<file path="src/rtl/exc_ctrl.sv">
// exc_ctrl: exception sequencer; filters traps/interrupts against CP0 status and drives CP0 and fetch redirect.
// Optional timer interrupt source enabled by defining EXC_TIMER_EN.
module exc_ctrl #(
  parameter logic [31:0] VEC_ADDR  = 32'h00400004,
  parameter logic [4:0]  CAUSE_SYS = 5'b01000,
  parameter logic [4:0]  CAUSE_BRK = 5'b01001,
  parameter logic [4:0]  CAUSE_TEQ = 5'b01101,
  parameter logic [4:0]  CAUSE_INT = 5'b00000
) (
  input  logic        clk,
  input  logic        rst,
  input  logic        instr_valid,
  input  logic [31:0] pc_in,
  input  logic        syscall_req,
  input  logic        break_req,
  input  logic        teq_req,
  input  logic        eret_req,
  input  logic        intr,
`ifdef EXC_TIMER_EN
  input  logic        timer_int,
`endif
  input  logic [31:0] status,
  input  logic [31:0] exc_addr,
  output logic        exception,
  output logic [4:0]  cause,
  output logic [31:0] epc,
  output logic        eret,
  output logic        redirect,
  output logic [31:0] redirect_pc,
  output logic        flush,
  output logic        stall
);
  typedef enum logic [1:0] {IDLE, EXC, VEC, RET} state_e;
  state_e      state_q, state_d;
  logic [4:0]  cause_q, cause_d;
  logic [31:0] epc_q, epc_d;
  logic        int_pend_q, int_pend_d;
  logic        go, ie, t_teq, t_brk, t_sys, trap, t_int, t_tmr, take, do_ret;
  logic        unused_status;
  assign unused_status = ^status[31:5];
  assign go     = state_q == IDLE && instr_valid && !rst;
  assign ie     = status[0];
  assign t_teq  = go & ie & status[3] & teq_req;
  assign t_brk  = go & ie & status[2] & break_req;
  assign t_sys  = go & ie & status[1] & syscall_req;
  assign trap   = t_teq | t_brk | t_sys;
  assign do_ret = go & eret_req & ~trap;
  assign t_int  = go & ie & status[4] & int_pend_q & ~trap & ~eret_req;
`ifdef EXC_TIMER_EN
  logic tmr_pend_q, tmr_pend_d;
  // Timer ranks below the external interrupt and shares its enable bit.
  assign t_tmr      = go & ie & status[4] & tmr_pend_q & ~trap & ~eret_req & ~int_pend_q;
  assign tmr_pend_d = (tmr_pend_q & ~t_tmr) | timer_int;
  always_ff @(posedge clk) begin
    if (rst) tmr_pend_q <= 1'b0;
    else     tmr_pend_q <= tmr_pend_d;
  end
`else
  assign t_tmr = 1'b0;
`endif
  assign take = trap | t_int | t_tmr;
  always_comb begin
    state_d    = state_q == EXC ? VEC : take ? EXC : do_ret ? RET : IDLE;
    cause_d    = !take ? cause_q : t_teq ? CAUSE_TEQ : t_brk ? CAUSE_BRK :
                 t_sys ? CAUSE_SYS : t_int ? CAUSE_INT : 5'b00001;
    epc_d      = take ? pc_in : epc_q;
    int_pend_d = (int_pend_q & ~t_int) | intr;
  end
  always_ff @(posedge clk) begin
    if (rst) begin
      state_q    <= IDLE;
      cause_q    <= 5'b0;
      epc_q      <= 32'b0;
      int_pend_q <= 1'b0;
    end else begin
      state_q    <= state_d;
      cause_q    <= cause_d;
      epc_q      <= epc_d;
      int_pend_q <= int_pend_d;
    end
  end
  assign exception   = state_q == EXC;
  assign cause       = exception ? cause_q : 5'b0;
  assign epc         = exception ? epc_q : 32'b0;
  assign eret        = state_q == RET;
  assign redirect    = state_q == VEC || state_q == RET;
  assign redirect_pc = state_q == VEC ? VEC_ADDR : state_q == RET ? exc_addr : 32'b0;
  assign flush       = redirect;
  assign stall       = state_q != IDLE || take || do_ret;
endmodule
</file>
<file path="config.mk">
export PLATFORM = sky130hd
export DESIGN_NAME = exc_ctrl
export DESIGN_NICKNAME = d
export VERILOG_FILES = /design/src/rtl/exc_ctrl.sv
export SDC_FILE = /design/constraint.sdc
export NUM_CORES = 1
export LEC_CHECK = 0
export ABC_AREA = 0
export CELL_PAD_IN_SITES_DETAIL_PLACEMENT = 0
export CELL_PAD_IN_SITES_GLOBAL_PLACEMENT = 1
export CORE_UTILIZATION = 20
export DETAILED_ROUTE_END_ITERATION = 10
export PLACE_DENSITY = 0.78
export SETUP_SLACK_MARGIN = 0.1
export SLEW_MARGIN = 10
export SYNTH_ARGS = -nofsm -noshare
export SYNTH_HDL_FRONTEND = slang
export SYNTH_SLANG_ARGS = --single-unit
</file>
<file path="constraint.sdc">
create_clock -name clk -period 1.62 [get_ports clk]
set_input_delay 0.324 -clock clk [delete_from_list [all_inputs] [get_ports clk]]
set_output_delay 0.324 -clock clk [all_outputs]
set_load 0.03 [all_outputs]
</file>
==> impl_metrics.py, run 1 <==
metrics = {
    "setup_path": {
        "crit_path_end_kind": "primary output",
        "crit_buf_inv": 1,
        "path_class": "flip-flop to primary output",
        "cp_slowest_cell": "or3_4",
        "cp_cell_sequence": "or3_4 > a211o_4 > o211ai_1 > buf_4",
        "arrival_ps": 1600,
        "crit_path_max_incr_delay_ps": 390,
        "startpoint_type": "flip-flop",
        "crit_fanout": 2,
        "path_delay_family": "simple AND/OR/NAND/NOR gates",
        "crit_required_ps": 1300,
    },
    "drt": {
        "drc": 0,
        "vias": 2140,
        "wire_per_inst_um": 13.04,
        "first_pass_iters": 4,
        "drtIter0Drc": 63,
        "ant_nets": 0,
        "wl_um": 6820,
        "vias_per_cell": 4.092,
    },
    "global_route": {
        "grt_overflow": 0,
        "grt_first_pass_wirelength_um": 10360,
        "antenna_found_initial": 0,
        "grt_use_total": 0.1161,
        "grt_max_degree": 39,
        "grt_pass1_vias": 2160,
    },
    "clock_network": {
        "numClockSinks": 38,
        "htreeDepth": 2,
        "clkLatencyLatePin_ps": 290,
        "cts_tree": "built",
        "cts-root-buf": "clkbuf_8",
        "cts_hold_buf": 0,
        "cts_buffers": 5,
        "cts.clk_slew.worst_paths_ps": 80,
        "clockBufferDepth": 2,
    },
    "place": {
        "dp_slack_ps": -552.8,
        "gp_congestion": 0.7445,
        "dp_hpwl_um": 4809,
        "port_buffers": 148,
    },
    "logic_synthesis": {
        "yosysWarnings": 0,
        "synth_area_per_cell_um2": 9.500,
        "synth.largest_area_cell": "dfxtp_1",
        "synth.most_common_cell": "dfxtp_1",
        "netlist_top_cells_area": "dfxtp_1 (35%), mux2_4 (18%), and2_1 (11%)",
        "async_reset_ff_frac": 0,
        "ys_ff_latch": 38,
        "ys_types": 31,
        "synth_common_cells": "dfxtp_1 (38), and2_1 (37), and3_1 (30)",
        "syn_inst": 226,
        "synth_top_area_share": 0.3543,
        "yosysSeqAreaShare": 0.3543,
        "synth_area_um2": 2147,
        "synth_edf_count": 0,
        "synthFlopType": "dfxtp_1",
    },
    "run_status": {
        "status": "finished with violations",
        "violations": "negative setup slack",
    },
    "power_and_ir_drop": {
        "power.share.combinational": 0.268,
        "switchingPower_w": 0.0006223,
        "intPower_w": 0.001682,
        "sequentialPowerShare": 0.432,
        "power_density_nw_per_um2": 571.2,
        "switching_share": 0.2701,
        "leakage_nw": 1.978,
        "clkPwrFrac": 0.301,
        "peakVddDrop_mv": 0.3000,
    },
    "cells_and_area": {
        "n_fill_cell": 1016,
        "nNetsFinal": 490,
        "fin_util": 0.3890,
        "drive_above_1_share": 0.4341,
        "syn2layout_area_growth_pct": 87.88,
        "diodes": 0,
    },
    "die": {
        "fp-row-count": 37,
        "dieArea_um2": 11150,
        "dieHeight_um": 105.6,
        "fp.coreArea_um2": 10370,
        "ios": 178,
        "initial_core_util": 0.2070,
        "die_w_um": 105.6,
    },
    "sta": {
        "finalCritPeriodShare": 1.188,
        "final.setup.worst_slack_ps": -305.3,
        "fmax_mhz": 519.4,
        "fin_crit_ps": 1925,
        "rsz0062_at_grt": "true",
        "setup_viol": 65,
        "skew_ps": 7.443,
        "finalHoldViolations": 0,
        "maxSlewViolCount": 0,
    },
    "job": {
        "drv_cap": 0,
    },
    "min_path": {
        "min_path_type": "flip-flop to flip-flop",
    },
}
worst min-delay path: stages (launching register included):
cell and delay (ps):
dfxtp_1 310, nand2_1 50, mux2i_1 50
cells by family (layout without fill, tap and decap cells):
kind of cell,after synthesis,in the layout,share of synthesized area
AND/OR/NAND/NOR,115,115,0.3164
flip-flops,38,38,0.3543
multiplexers,32,32,0.2098
buffers and inverters,25,185,0.06002
AO/OA/AOI/OAI,15,15,0.05769
other,1,2,0.001747
timing repair:
action                                 CTS  global route
setup buffers                            1             3
endpoints found under the hold margin    0             0
cloned                                   1             2
setup endpoints to repair              107           108
pin swaps                                2             4
gates resized for setup                 18            21
power groups by stage:
| stage | sequential, W | combinational, W | clock (W) |
|---|---|---|---|
| after CTS | 0.000994 | 0.000580 | 0.000731 |
| after detailed placement | 0.00101 | 0.000564 | 0 |
| after global placement | 0.00101 | 0.000552 | 0 |
| after global routing | 0.00100 | 0.000661 | 0.000765 |
| after floorplan | 0.00101 | 0.000266 | 0 |
| final | 0.000994 | 0.000617 | 0.000693 |
flip-flops by register name (all words and copies together), names as in the netlist:
signal      flops
cause_q         3
epc_q          32
int_pend_q      1
state_q         2
path summary, 6_finish.rpt:
kind / start / endpoint / slack [ps] / cells after the start
worst max-delay path: state_q[1] / stall / -310 / 4
worst min-delay path: epc_q[20] / epc_q[20] / 460 / 2
worst max register to register: state_q[1] / epc_q[17] / -220 / 6
worst min register to register: epc_q[20] / epc_q[20] / 460 / 2
metal layers:
layer / vias up / track usage / part of all wire
met3: 2 / 0.03649 / 0.091
met5: - / 0 / 0
met2: 102 / 0.2152 / 0.48
li1: 1071 / - / -
met4: 0 / 0.01786 / 0.0022
met1: 965 / 0.1317 / 0.43
per-stage QoR:
step           TNS (ps)  cells  hold slack, ps  instance area (µm²)  total power (W)
2_1_floorplan     -2777    227           430.1                 2200         0.001274
3_3_place_gp     -17300    508           439.8                 3725         0.001567
3_5_place_dp     -17930    508           443.0                 3725         0.001577
4_1_cts          -10790    518           461.0                 3881         0.002305
5_1_grt          -17510    523           465.7                 4034         0.002426
6_report         -12700    523           458.9                 4034         0.002304
cell usage in the layout (no fill, tap or decap), types with 2 or more instances in the layout:
master,instances
buf_4,78
clkdlybuf4s50_1,67
dfxtp_1,36
and3_1,30
and2_2,29
nor2b_1,26
mux2_4,26
nand2_1,12
buf_6,10
and2_1,8
dlygate4sd2_1,7
mux2i_1,6
clkbuf_8,6
buf_12,4
inv_1,3
nor2_1,3
buf_8,3
o21a_1,2
a32o_1,2
nand2b_1,2
conb_1,2
clkbuf_16,2
dlymetal6s2s_1,2
dfxtp_2,2
final cells by class:
type / count / area, µm² / share of cell area
Clock buffer: 7 / 86.33 / 0.02140
Clock inverter: 1 / 5.005 / 0.001241
Inverter: 3 / 11.26 / 0.002792
Multi-Input combinational cell: 164 / 1340 / 0.3322
Sequential cell: 38 / 763.2 / 0.1892
Tap cell: 136 / 170.2 / 0.04218
Timing Repair Buffer: 174 / 1658 / 0.4110
Power figures use the tool's default switching activity.
==> run 2, diff against run 1 <==
Settings changed: ABC_CLOCK_PERIOD_IN_PS set to 1620, CELL_PAD_IN_SITES_DETAIL_PLACEMENT 0 to not set, CELL_PAD_IN_SITES_GLOBAL_PLACEMENT 1 to not set, CORE_UTILIZATION 20 to 29, PLACE_DENSITY 0.78 to 0.77.
==> run 2 against run 1 <==
The flow still finishes with violations (negative setup slack). Sequential power about the same. Utilization increased by 24 points. Die area decreased by 30%. Largest cell class unchanged. Largest power group unchanged. Critical endpoint unchanged.
==> impl_metrics.py, run 2 (synthesis results as in run 1) <==
metrics = {
    "run_status": {
        "status": "finished with violations",
        "violations": "negative setup slack",
    },
    "clock_network": {
        "clkLatencyLatePin_ps": 280,
        "cts_buffers": 5,
        "htreeDepth": 2,
        "clockBufferDepth": 2,
        "cts.clk_slew.worst_paths_ps": 70,
        "numClockSinks": 38,
        "cts-root-buf": "clkbuf_8",
        "cts_tree": "built",
        "cts_hold_buf": 0,
    },
    "setup_path": {
        "startpoint_type": "flip-flop",
        "crit_required_ps": 1300,
        "arrival_ps": 1510,
        "r2r_cells": 6,
        "crit_fanout": 2,
        "cp_slowest_cell": "or3_4",
        "rrSetupSlack_ps": -170,
        "path_class": "flip-flop to primary output",
        "cp_cell_sequence": "or3_4 > a211o_4 > o211ai_1 > buf_4",
        "cp.depth": 4,
        "path_delay_family": "simple AND/OR/NAND/NOR gates",
        "crit_path_end_kind": "primary output",
        "crit_path_max_incr_delay_ps": 370,
        "worst_r2r_startpoint": "state_q[1]",
        "crit_buf_inv": 1,
        "r2r_end": "epc_q[11]",
    },
    "die": {
        "ios": 178,
        "dieHeight_um": 88.05,
        "fp-row-count": 31,
        "dieArea_um2": 7752,
        "fp.coreArea_um2": 7214,
        "die_w_um": 88.05,
        "initial_core_util": 0.2976,
    },
    "cells_and_area": {
        "fin_area_um2": 4522,
        "reg_top3": "epc_q x32, cause_q x3, state_q x2",
        "final_cell_mix": "clkdlybuf4s50_1 (67), buf_6 (67), dfxtp_1 (35), and3_4 (28)",
        "largest_reg_flops": 32,
        "n_fill_cell": 586,
        "drive_above_1_share": 0.5404,
        "multi_input_area_um2": 1500,
        "diodes": 0,
        "syn2layout_area_growth_pct": 110.6,
        "seqCellArea_um2": 764.5,
        "regMostFlops": "epc_q",
        "nNetsFinal": 499,
    },
    "power_and_ir_drop": {
        "switching_share": 0.2523,
        "power_density_nw_per_um2": 547.7,
        "switchingPower_w": 0.0006248,
        "power.share.combinational": 0.283,
        "sequentialPowerShare": 0.403,
        "peakVddDrop_mv": 0.3452,
        "clkPwrFrac": 0.315,
        "intPower_w": 0.001852,
        "leakage_nw": 2.033,
    },
    "drt": {
        "vias": 2213,
        "drtIter0Drc": 23,
        "first_pass_iters": 6,
        "wire_per_inst_um": 14.79,
        "drc": 0,
        "vias_per_cell": 4.471,
        "ant_nets": 0,
        "wl_um": 7319,
    },
    "place": {
        "dp_slack_ps": -514.7,
        "port_buffers": 148,
        "placed_area_um2": 3696,
        "gp_congestion": 0.7185,
        "dp_hpwl_um": 4754,
    },
    "min_path": {
        "min_delay_path_depth": 2,
        "min_to": "epc_q[9]",
        "min_path_type": "flip-flop to flip-flop",
        "min_from": "epc_q[9]",
    },
    "global_route": {
        "grt_use_total": 0.1738,
        "grt_first_pass_wirelength_um": 10380,
        "grt_overflow": 0,
        "grt_max_degree": 34,
        "grt_pass1_vias": 2161,
        "antenna_found_initial": 0,
    },
    "sta": {
        "final.setup.worst_slack_ps": -218.2,
        "maxSlewViolCount": 0,
        "fmax_mhz": 544.0,
        "finalCritPeriodShare": 1.135,
        "finalHoldViolations": 0,
        "fin_crit_ps": 1838,
        "setup_viol": 82,
        "skew_ps": 5.660,
        "rsz0062_at_grt": "true",
    },
    "job": {
        "drv_cap": 0,
    },
}
## run 2: changes by cell type in the layout (fill, tap and decap cells not counted), sizes merged
| cell | previous run | this run |
|---|---|---|
| clkdlybuf4s15 | 0 | 5 |
| clkbuf | 9 | 5 |
| buf | 96 | 106 |
| dlygate4sd2 | 7 | 4 |
| bufinv | 0 | 1 |
| bufbuf | 0 | 1 |
| dlymetal6s2s | 2 | 0 |
| clkinv | 1 | 2 |
## run 2: worst min-delay path: cells and delay by family, from the launching register on
kind	cells	cell delay, ps
mux	1	50
simple gates	1	50
flops	1	320
## run 2: cell type report
cell class              count  share of cell area
clock inverters             3            0.008854
clock buffers               5             0.01522
multi-input cells         164              0.3318
repair buffers            183              0.4452
well taps                  99             0.02739
inverters                   3            0.002490
flip-flops and latches     38              0.1691
## run 2: layer usage
layer  share of wire  GRT usage  vias to the layer above
met5               0          0                        -
li1                -          -                     1098
met3           0.086    0.04807                        2
met4          0.0026    0.03519                        0
met1            0.39     0.1912                     1019
met2            0.52     0.3319                       94
## run 2: stage by stage
stage          hold slack, ps  total power [W]  TNS (ps)  cells    util
3_3_place_gp            438.4         0.001559    -17720    470  0.5123
4_1_cts                 460.2         0.002455    -12150    489  0.5938
5_1_grt                 482.4         0.002595    -15380    495  0.6268
6_report                462.2         0.002477    -10590    495  0.6268
3_5_place_dp            448.1         0.001570    -17640    470  0.5123
2_1_floorplan           430.1         0.001274     -2777    227       -
## run 2: timing repair
item	CTS	global route
setup buffers	8	9
endpoints found under the setup margin	107	107
cloned	4	0
pin swaps	15	11
resized for setup	106	56
## run 2: worst max path at each step
stage / from / end / slack (ps)
after floorplan: teq_req / stall / -270
after global placement: rst / stall / -540
after detailed placement: rst / stall / -510
after CTS: state_q[1] / stall / -250
after global routing: state_q[1] / stall / -280
final: state_q[1] / stall / -220
## run 2: power by group through the flow
stage          Clock [W]  Combinational [W]  Sequential [W]
6_report        0.000780           0.000700        0.000997
5_1_grt         0.000853           0.000740         0.00100
4_1_cts         0.000811           0.000649        0.000995
3_5_place_dp           0           0.000556         0.00101
3_3_place_gp           0           0.000545         0.00101
2_1_floorplan          0           0.000266         0.00101
